$ cat src/rtl/tx_os_pkg.sv
// Shared ordered-set type codes, scheduler FSM states and the default SKP interval.
// No timing; backpressure not applicable.
package tx_os_pkg;

  typedef enum logic [2:0] {
    OS_NONE = 3'd0,
    OS_TS1  = 3'd1,
    OS_TS2  = 3'd2,
    OS_SKP  = 3'd3,
    OS_EIOS = 3'd4,
    OS_FTS  = 3'd5
  } os_type_t;

  typedef enum logic [1:0] {
    ST_IDLE,
    ST_HOLD,
    ST_START,
    ST_SEND
  } skp_state_t;

  localparam int SKP_INTERVAL_DEFAULT = 1180;

endpackage

$ cat src/rtl/skp_interval_counter.sv
// SKP interval timer with saturating pending-request count and sticky overflow.
// Latency: due is combinational on the wrap cycle, pending updates 1 cycle later; no backpressure.
module skp_interval_counter #(
  parameter int SKP_INTERVAL = 1180,
  parameter int CNT_WIDTH    = 11,
  parameter int MAX_PENDING  = 3
) (
  input  logic       pclk,
  input  logic       reset_n,
  input  logic       enable,
  input  logic       dec,
  input  logic       clr,
  output logic       due,
  output logic [1:0] pending,
  output logic       overflow
);

  localparam logic [CNT_WIDTH-1:0] LAST     = CNT_WIDTH'(SKP_INTERVAL - 1);
  localparam logic [1:0]           MAX_PEND = 2'(MAX_PENDING);

  logic [CNT_WIDTH-1:0] cnt;

  assign due = enable && (cnt == LAST);

  always_ff @(posedge pclk or negedge reset_n) begin
    if (!reset_n) begin
      cnt <= '0;
    end else if (!enable || due) begin
      cnt <= '0;
    end else begin
      cnt <= cnt + CNT_WIDTH'(1);
    end
  end

  // A due and a decrement in the same cycle cancel each other out.
  always_ff @(posedge pclk or negedge reset_n) begin
    if (!reset_n) begin
      pending  <= 2'd0;
      overflow <= 1'b0;
    end else begin
      if (due && pending == MAX_PEND) begin
        overflow <= 1'b1;
      end
      if (clr) begin
        pending <= 2'd0;
      end else if (due && !dec && pending != MAX_PEND) begin
        pending <= pending + 2'd1;
      end else if (dec && !due && pending != 2'd0) begin
        pending <= pending - 2'd1;
      end
    end
  end

endmodule

$ cat src/rtl/tx_skp_scheduler.sv
// Steers the TX mux to the OS generator at packet boundaries to emit pending SKP ordered sets.
// Latency: 2 cycles from pending with a free boundary to os_start; os_busy stalls in HOLD, pkt_active stalls in IDLE.
module tx_skp_scheduler
  import tx_os_pkg::*;
#(
  parameter int SKP_INTERVAL = SKP_INTERVAL_DEFAULT,
  parameter int CNT_WIDTH    = 11,
  parameter int MAX_PENDING  = 3
) (
  input  logic       pclk,
  input  logic       reset_n,
  input  logic       enable,
  input  logic       pkt_active,
  input  logic       os_busy,
  input  logic       os_finish,
  output logic       os_start,
  output logic [2:0] os_type,
  output logic       mux_sel,
  output logic       hold_fifo,
  output logic [1:0] skp_pending,
  output logic       skp_overflow
);

  skp_state_t state, state_nxt;
  logic       due, dec, clr;
  logic [2:0] post_pend;

  skp_interval_counter #(
    .SKP_INTERVAL(SKP_INTERVAL),
    .CNT_WIDTH   (CNT_WIDTH),
    .MAX_PENDING (MAX_PENDING)
  ) u_interval (
    .pclk    (pclk),
    .reset_n (reset_n),
    .enable  (enable),
    .dec     (dec),
    .clr     (clr),
    .due     (due),
    .pending (skp_pending),
    .overflow(skp_overflow)
  );

  // Pending count as it will stand after this cycle's finish (and any coincident due).
  assign post_pend = {1'b0, skp_pending} + {2'b00, due} - 3'd1;

  always_comb begin
    state_nxt = state;
    dec       = 1'b0;
    clr       = 1'b0;
    case (state)
      ST_IDLE: begin
        if (!enable) begin
          clr = 1'b1;
        end else if (skp_pending != 2'd0 && !pkt_active) begin
          state_nxt = ST_HOLD;
        end
      end
      ST_HOLD: begin
        if (!enable) begin
          clr       = 1'b1;
          state_nxt = ST_IDLE;
        end else if (!os_busy) begin
          state_nxt = ST_START;
        end
      end
      ST_START: state_nxt = ST_SEND;
      ST_SEND: begin
        if (os_finish) begin
          dec = 1'b1;
          if (enable && post_pend != 3'd0) begin
            state_nxt = ST_START;
          end else begin
            clr       = !enable;
            state_nxt = ST_IDLE;
          end
        end
      end
      default: state_nxt = ST_IDLE;
    endcase
  end

  // Outputs are registered from the next state so they align with the state they describe.
  always_ff @(posedge pclk or negedge reset_n) begin
    if (!reset_n) begin
      state     <= ST_IDLE;
      os_start  <= 1'b0;
      os_type   <= OS_NONE;
      mux_sel   <= 1'b0;
      hold_fifo <= 1'b0;
    end else begin
      state     <= state_nxt;
      os_start  <= (state_nxt == ST_START);
      os_type   <= (state_nxt != ST_IDLE) ? OS_SKP : OS_NONE;
      mux_sel   <= (state_nxt != ST_IDLE);
      hold_fifo <= (state_nxt != ST_IDLE);
    end
  end

endmodule

$ cat config.mk
export PLATFORM = sky130hd
export DESIGN_NAME = tx_skp_scheduler
export DESIGN_NICKNAME = d
export VERILOG_FILES = /design/src/rtl/tx_os_pkg.sv /design/src/rtl/skp_interval_counter.sv /design/src/rtl/tx_skp_scheduler.sv
export SDC_FILE = /design/constraint.sdc
export NUM_CORES = 1
export LEC_CHECK = 0
export ABC_CLOCK_PERIOD_IN_PS = 5000
export BUFFER_PORTS_ARGS = -buffer_cell sky130_fd_sc_hd__buf_2
export CAP_MARGIN = 20
export CORE_MARGIN = 8
export CORE_UTILIZATION = 55
export CTS_CLUSTER_DIAMETER = 50
export CTS_CLUSTER_SIZE = 28
export DETAILED_ROUTE_END_ITERATION = 6
export PLACE_DENSITY = 0.78
export RECOVER_POWER = 100
export SYNTH_ARGS = -nofsm -noshare
export SYNTH_HDL_FRONTEND = slang
export SYNTH_SLANG_ARGS = --single-unit
$ cat constraint.sdc
create_clock -name pclk -period 5 [get_ports pclk]
set_input_delay 1 -clock pclk [delete_from_list [all_inputs] [get_ports pclk]]
set_output_delay 1 -clock pclk [all_outputs]
set_load 0.02 [all_outputs]
Yosys cells after proc, flatten, opt, wreduce, memory -nomap -nowiden
Cells that the tools add are included.
Widths: inputs -> output; s select.
- register bits after elaboration: 20
- input bits: 6
- output and inout bits: 9
- logic and storage cells: 56
- $add $sub $neg: 5
- eq/ne operators: 7
- muxes and demuxes: 18
- reductions and logical operators: 19
- operators by type and width (kind ; number):
    $mux 2 ; 10
    $add 11x1->11 const B ; 1
    $eq 11x11->1 const B ; 1
    $mux 11 ; 1
    $eq 2x2->1 const B ; 4
    $logic_and 1x1->1 ; 8
    $pmux 2 s4 ; 1
    $reduce_bool 3->1 ; 2
    $mux 1 ; 5
    $logic_not 1->1 ; 4
    $reduce_bool 2->1 ; 2
    $add 2x1->3 ; 1
    $sub 3x1->3 const B ; 1
    $add 2x1->2 const B ; 1
    $eq 2x1->1 const B ; 1
    $logic_not 2->1 ; 1
    $ne 2x2->1 const B ; 1
    $pmux 1 s2 ; 1
    $reduce_or 2->1 ; 1
    $sub 2x1->2 const B ; 1
    $logic_or 1x1->1 ; 1

Logic depth before layout (Yosys ltp)
- word-level depth: 11
- mapped depth: 11
- gate-level depth less buffers: 10

By module
A second synthesis with hierarchy kept.
- cells, all modules: 101
- area total of the unflattened synthesis: 1029.7 um2
- by module, submodules not included (module ; times used ; cells each ; area each (um2) ; sequential area each (um2)):
    skp_interval_counter ; 1 ; 69 ; 734.5 ; 350.3
    tx_skp_scheduler ; 1 ; 32 ; 295.3 ; 100.1

Worst setup path after synthesis
OpenSTA, ideal clock, no wires.
- kind: input to register
- start: input port enable
- end: register os_type[0]
- library setup time: 0.124 ns
- arrival time: 2.265 ns
- data required time: 4.876 ns
- slack: 2.611 ns
- stages: 9
- path buffers: 1
- cells stage by stage: and4_1 -> buf_6 -> inv_1 -> ha_1 -> ha_1 -> nand4b_1 -> o22ai_1 -> nor2_1 -> or2_1
- cells in the longest elaborated chain, start to end: 10
- elaborated cells on any way between the ends: 12
- classes of those cells: add/sub (2); mux (6); reduce/logical (4)
- RTL lines (element ; RTL line ; source):
    from (decl) ; tx_skp_scheduler.sv:12 ; input logic enable,
    $logic_and 1x1->1 ; skp_interval_counter.sv:23 ; assign due = enable && (cnt == LAST);
    $add 2x1->3 ; tx_skp_scheduler.sv:44 ; assign post_pend = {1'b0, skp_pending} + {2'b00, due} - 3'd1;
    $sub 3x1->3 ; tx_skp_scheduler.sv:44 ;
    $reduce_bool 3->1 ; tx_skp_scheduler.sv:70 ; if (enable && post_pend != 3'd0) begin
    $logic_and 1x1->1 ; tx_skp_scheduler.sv:70 ;
    $mux 2 ; tx_skp_scheduler.sv:70 ;
    $mux 2 ; tx_skp_scheduler.sv:68 ; if (os_finish) begin
    $pmux 2 s4 * ; tx_skp_scheduler.sv:50 ; case (state)
    net state_nxt[1] ; tx_skp_scheduler.sv:24 ; skp_state_t state, state_nxt;
    $reduce_bool 2->1 * ; tx_skp_scheduler.sv:93 ; os_type <= (state_nxt != ST_IDLE) ? OS_SKP : OS_NONE;
    $mux 2 * ; tx_skp_scheduler.sv:93 ;
    to (signal assigned) ; tx_skp_scheduler.sv:93 ;
    to (decl) ; tx_skp_scheduler.sv:17 ; output logic [2:0] os_type,
The timed path passes the listed nets; every way through them passes the cells marked *.
A chain may end at the register's enable or synchronous reset.

Worst setup path in the final report
- start: register u_interval.cnt[8]
- end: register os_type[0]
- cells in the longest elaborated chain, start to end: 11
- RTL lines (element ; RTL line ; source):
    from (decl) ; skp_interval_counter.sv:21 ; logic [CNT_WIDTH-1:0] cnt;
    from (signal assigned) ; skp_interval_counter.sv:31 ; cnt <= cnt + CNT_WIDTH'(1);
    $eq 11x11->1 ; skp_interval_counter.sv:23 ;
    $logic_and 1x1->1 ; skp_interval_counter.sv:23 ;
    $add 2x1->3 ; tx_skp_scheduler.sv:44 ;
    $sub 3x1->3 ; tx_skp_scheduler.sv:44 ;
    $reduce_bool 3->1 ; tx_skp_scheduler.sv:70 ;
    $logic_and 1x1->1 ; tx_skp_scheduler.sv:70 ;
    $mux 2 ; tx_skp_scheduler.sv:70 ;
    $mux 2 ; tx_skp_scheduler.sv:68 ;
    $pmux 2 s4 ; tx_skp_scheduler.sv:50 ;
    net state_nxt[1] ; tx_skp_scheduler.sv:24 ;
    $reduce_bool 2->1 ; tx_skp_scheduler.sv:93 ;
    $mux 2 ; tx_skp_scheduler.sv:93 ;
The timed path passes the listed nets, and every way through them passes these cells.

==> impl_metrics.yaml <==
route:
  drc: 0
  via_count: 696
  drt_pass1_iterations: 2
  drt_iter0_markers: 5
  drt_wl_total_um: 1805
  wl_per_cell_um: 14.80
  ant_nets: 0
  viasPerCell: 5.705
worst_setup_path:
  endpoint_kind: "flop"
  path_class: "reg2reg"
  worst_ep_required_time_ps: 5170
  worst_path_max_delay_cell: "nor4b_1"
  cpMostUsedCell: "ha_1"
  path_max_fanout: 6
  cpPeakStageDelay_ps: 440
  crit_path_cell_trace: "nor4b_1 > and4_1 > inv_1 > ha_1 > ha_1 > nand4b_1 > o22ai_1 > nor2_1 > or2_1"
  crit_family: "simple AND/OR/NAND/NOR gates"
  worstSetupStartpointType: "flop"
  arrival_ps: 2730
  cp_num_buf_inv: 1
synth:
  ys_warn_count: 0
  synth-xor-area-share_pct: 8.257
  synth_top_family_by_area: "simple AND/OR/NAND/NOR gates"
  synth_top_area_share_pct: 47.18
  synth.most_common_cell: "dfrtp_1"
  syn_avg_cell_area_um2: 10.05
  synthSimpleGateAreaFrac_pct: 23.46
  synth_seq_area_share_pct: 47.18
  muxShareOfSynthArea_pct: 2.097
  yosysUniqueCellTypes: 34
  netlist_area_um2: 954.7
  ys_ff_latch: 18
  syn_nets: 104
  yosys-top-cells-area: "dfrtp_1, xor2_1, nor2_1"
  synth.top_cells.by_count: "dfrtp_1, nor2_1, xor2_1, nand2_1"
  synthArstFlopShare_pct: 100.0
  synth_area_leader_cell: "dfrtp_1"
  yosys_most_used_dff: "dfrtp_1"
  synth_compound_area_share_pct: 8.781
  synth_edf_count: 0
  synth_fa_ha_area_share_pct: 3.932
  netlist_instances: 95
floorplan:
  die_area_mm2: 0.003325
  initial_core_util_pct: 57.15
  rows: 15
  die_w_um: 57.66
  core_mm2: 0.001670
  fp.dieH_um: 57.66
  io_pins: 15
clocking:
  clockRootBuffer: "clkbuf_4"
  cts_resized: 0
  cts_made_buffers: 3
  cts_buffer_depth: 2
  clock-sinks: 18
  post-cts-setup-buffers: 0
  insertion_delay_ps: 280
  cts_tree: "done"
  postCtsHoldBufs: 0
  h-tree-depth: 1
  path_clk_slew_ps: 100
timing:
  hold_viol: 0
  tns_ps: 0
  skew_ps: 5.318
  setup_viol: 0
  period_needed_ps: 2558
  drv_slew: 0
  maxSlewHeadroom_pct: 36.82
  fmax_mhz: 390.9
  rsz0062_at_grt: "no"
  timing.final.crit_share_pct: 51.16
  worstMarginPinSlew_ps: 947.6
global_route:
  grt_pass1_wl_um: 3111
  grt_max_degree: 19
  antenna_found_initial: 0
  grt_overflow_total: 0
  grt.total_usage_pct: 12.11
  first_global_vias: 732
finish:
  final_layout_size_suffix_gt1_share_pct: 10.48
  nFillCells: 151
  final_util_pct: 60.30
  fin_nets: 116
  antennaDiodeCount: 0
  area_growth_syn_to_layout_pct: 5.505
run_status:
  status: "finished clean"
place:
  dp_hpwl_um: 1438
  gp_congestion: 0.8080
  port_buffers: 13
hold_path:
  min-delay-path-class: "reg2reg"
power:
  irDropWorstVdd_uv: 190.8
  power-per-cell-area_mw_per_mm2: 250.3
  leakagePower_nw: 0.4376
job:
  maxCapViolCount: 0
[power by group]
part | switching (mW) | internal, mW
clock | 0.0415 | 0.0279
sequential | 0.00428 | 0.150
combinational | 0.0197 | 0.00859
[path summary, 6_finish.rpt]
path	from	endpoint	slack (ps)	depth (start not counted)
setup / recovery	u_interval.cnt[8]$_DFF_PN0_	os_type[0]$_DFF_PN0_	2440	9
hold / removal	u_interval.cnt[0]$_DFF_PN0_	u_interval.cnt[0]$_DFF_PN0_	460	1
setup reg to reg	u_interval.cnt[8]$_DFF_PN0_	os_type[0]$_DFF_PN0_	2440	9
hold reg to reg	u_interval.cnt[0]$_DFF_PN0_	u_interval.cnt[0]$_DFF_PN0_	460	1
max in group asynchronous	reset_n	u_interval.cnt[0]$_DFF_PN0_	3600	1
min in group asynchronous	reset_n	u_interval.cnt[3]$_DFF_PN0_	830	1
[final cells by class]
type | instances | area [um2] | share of cell area [%]
multi-input combinational | 68 | 447.9 | 44.47
timing repair buffer | 13 | 53.80 | 5.342
inverter | 3 | 11.26 | 1.118
sequential | 18 | 450.4 | 44.72
clock buffer | 3 | 22.52 | 2.236
tap | 17 | 21.27 | 2.112
[per-stage QoR]
step / hold WS [ps] / power, mW / setup slack [ps] / instance area (um2) / instances
finish: 461.5 / 0.2521 / 2442 / 1007 / 122
global route: 490.4 / 0.2634 / 2294 / 1007 / 122
CTS: 463.7 / 0.2566 / 2445 / 1018 / 122
detailed placement: 451.0 / 0.1875 / 2239 / 996.0 / 119
global placement: 451.5 / 0.1862 / 2375 / 996.0 / 119
floorplan: 424.5 / 0.1788 / 2611 / 954.7 / 95
[cell usage in the layout (no fill, tap or decap)]
cell type	netlist	final
a21oi_1	4	4
buf_2	0	4
or2_1	1	1
nand3_1	3	3
conb_1	1	1
and3_1	2	2
nand2b_1	1	1
clkbuf_4	0	3
inv_1	3	3
mux2i_1	2	2
and4_1	1	1
o221ai_1	1	1
xnor2_1	1	1
and3_2	1	1
nor2_1	12	12
o21bai_1	1	1
nand4_1	4	4
o31a_1	1	1
nor3b_1	1	1
xor2_1	8	8
nand2_1	7	7
clkbuf_1	1	9
a211oi_2	1	1
nor3_1	1	1
nand4b_1	1	1
dfrtp_1	18	18
o22ai_1	1	1
nor4bb_2	1	1
o21ai_0	0	2
a21bo_2	1	1
nor4b_1	1	1
ha_1	3	3
nor2b_1	1	1
and2_1	3	3
[sequential cells by signal (all words and copies together) (netlist names)]
register,flops
os_type,1
u_interval.pending,2
u_interval.overflow,1
u_interval.cnt,11
os_start,1
state,2
[worst register-to-register path, stage by stage, from the launching register on]
cell	delay, ps
dfrtp_1	420
nor4b_1	440
and4_1	410
inv_1	70
ha_1	190
ha_1	270
nand4b_1	100
o22ai_1	220
nor2_1	90
or2_1	240
[cell families (layout without fill, tap and decap cells)]
| family | Yosys count | in the layout |
|---|---|---|
| and+or+nand+nor | 41 | 41 |
| AOI/OAI and AO/OA | 12 | 12 |
| other | 1 | 1 |
| DFF | 18 | 18 |
| adders and majority gates | 3 | 3 |
| muxes | 2 | 2 |
| buffers and inverters | 9 | 19 |
| xor gates and xnor gates | 9 | 9 |
[routing by layer]
layer  vias up  global-route usage [%]  part of all wire, %
li1        341                       -                    -
met1       345                   11.94                   42
met2         8                   22.19                   55
met3         2                   3.753                  2.7
met4         0                   6.294                 0.78
met5         -                       0                    0
No activity file was read; power rests on OpenSTA's default activity.
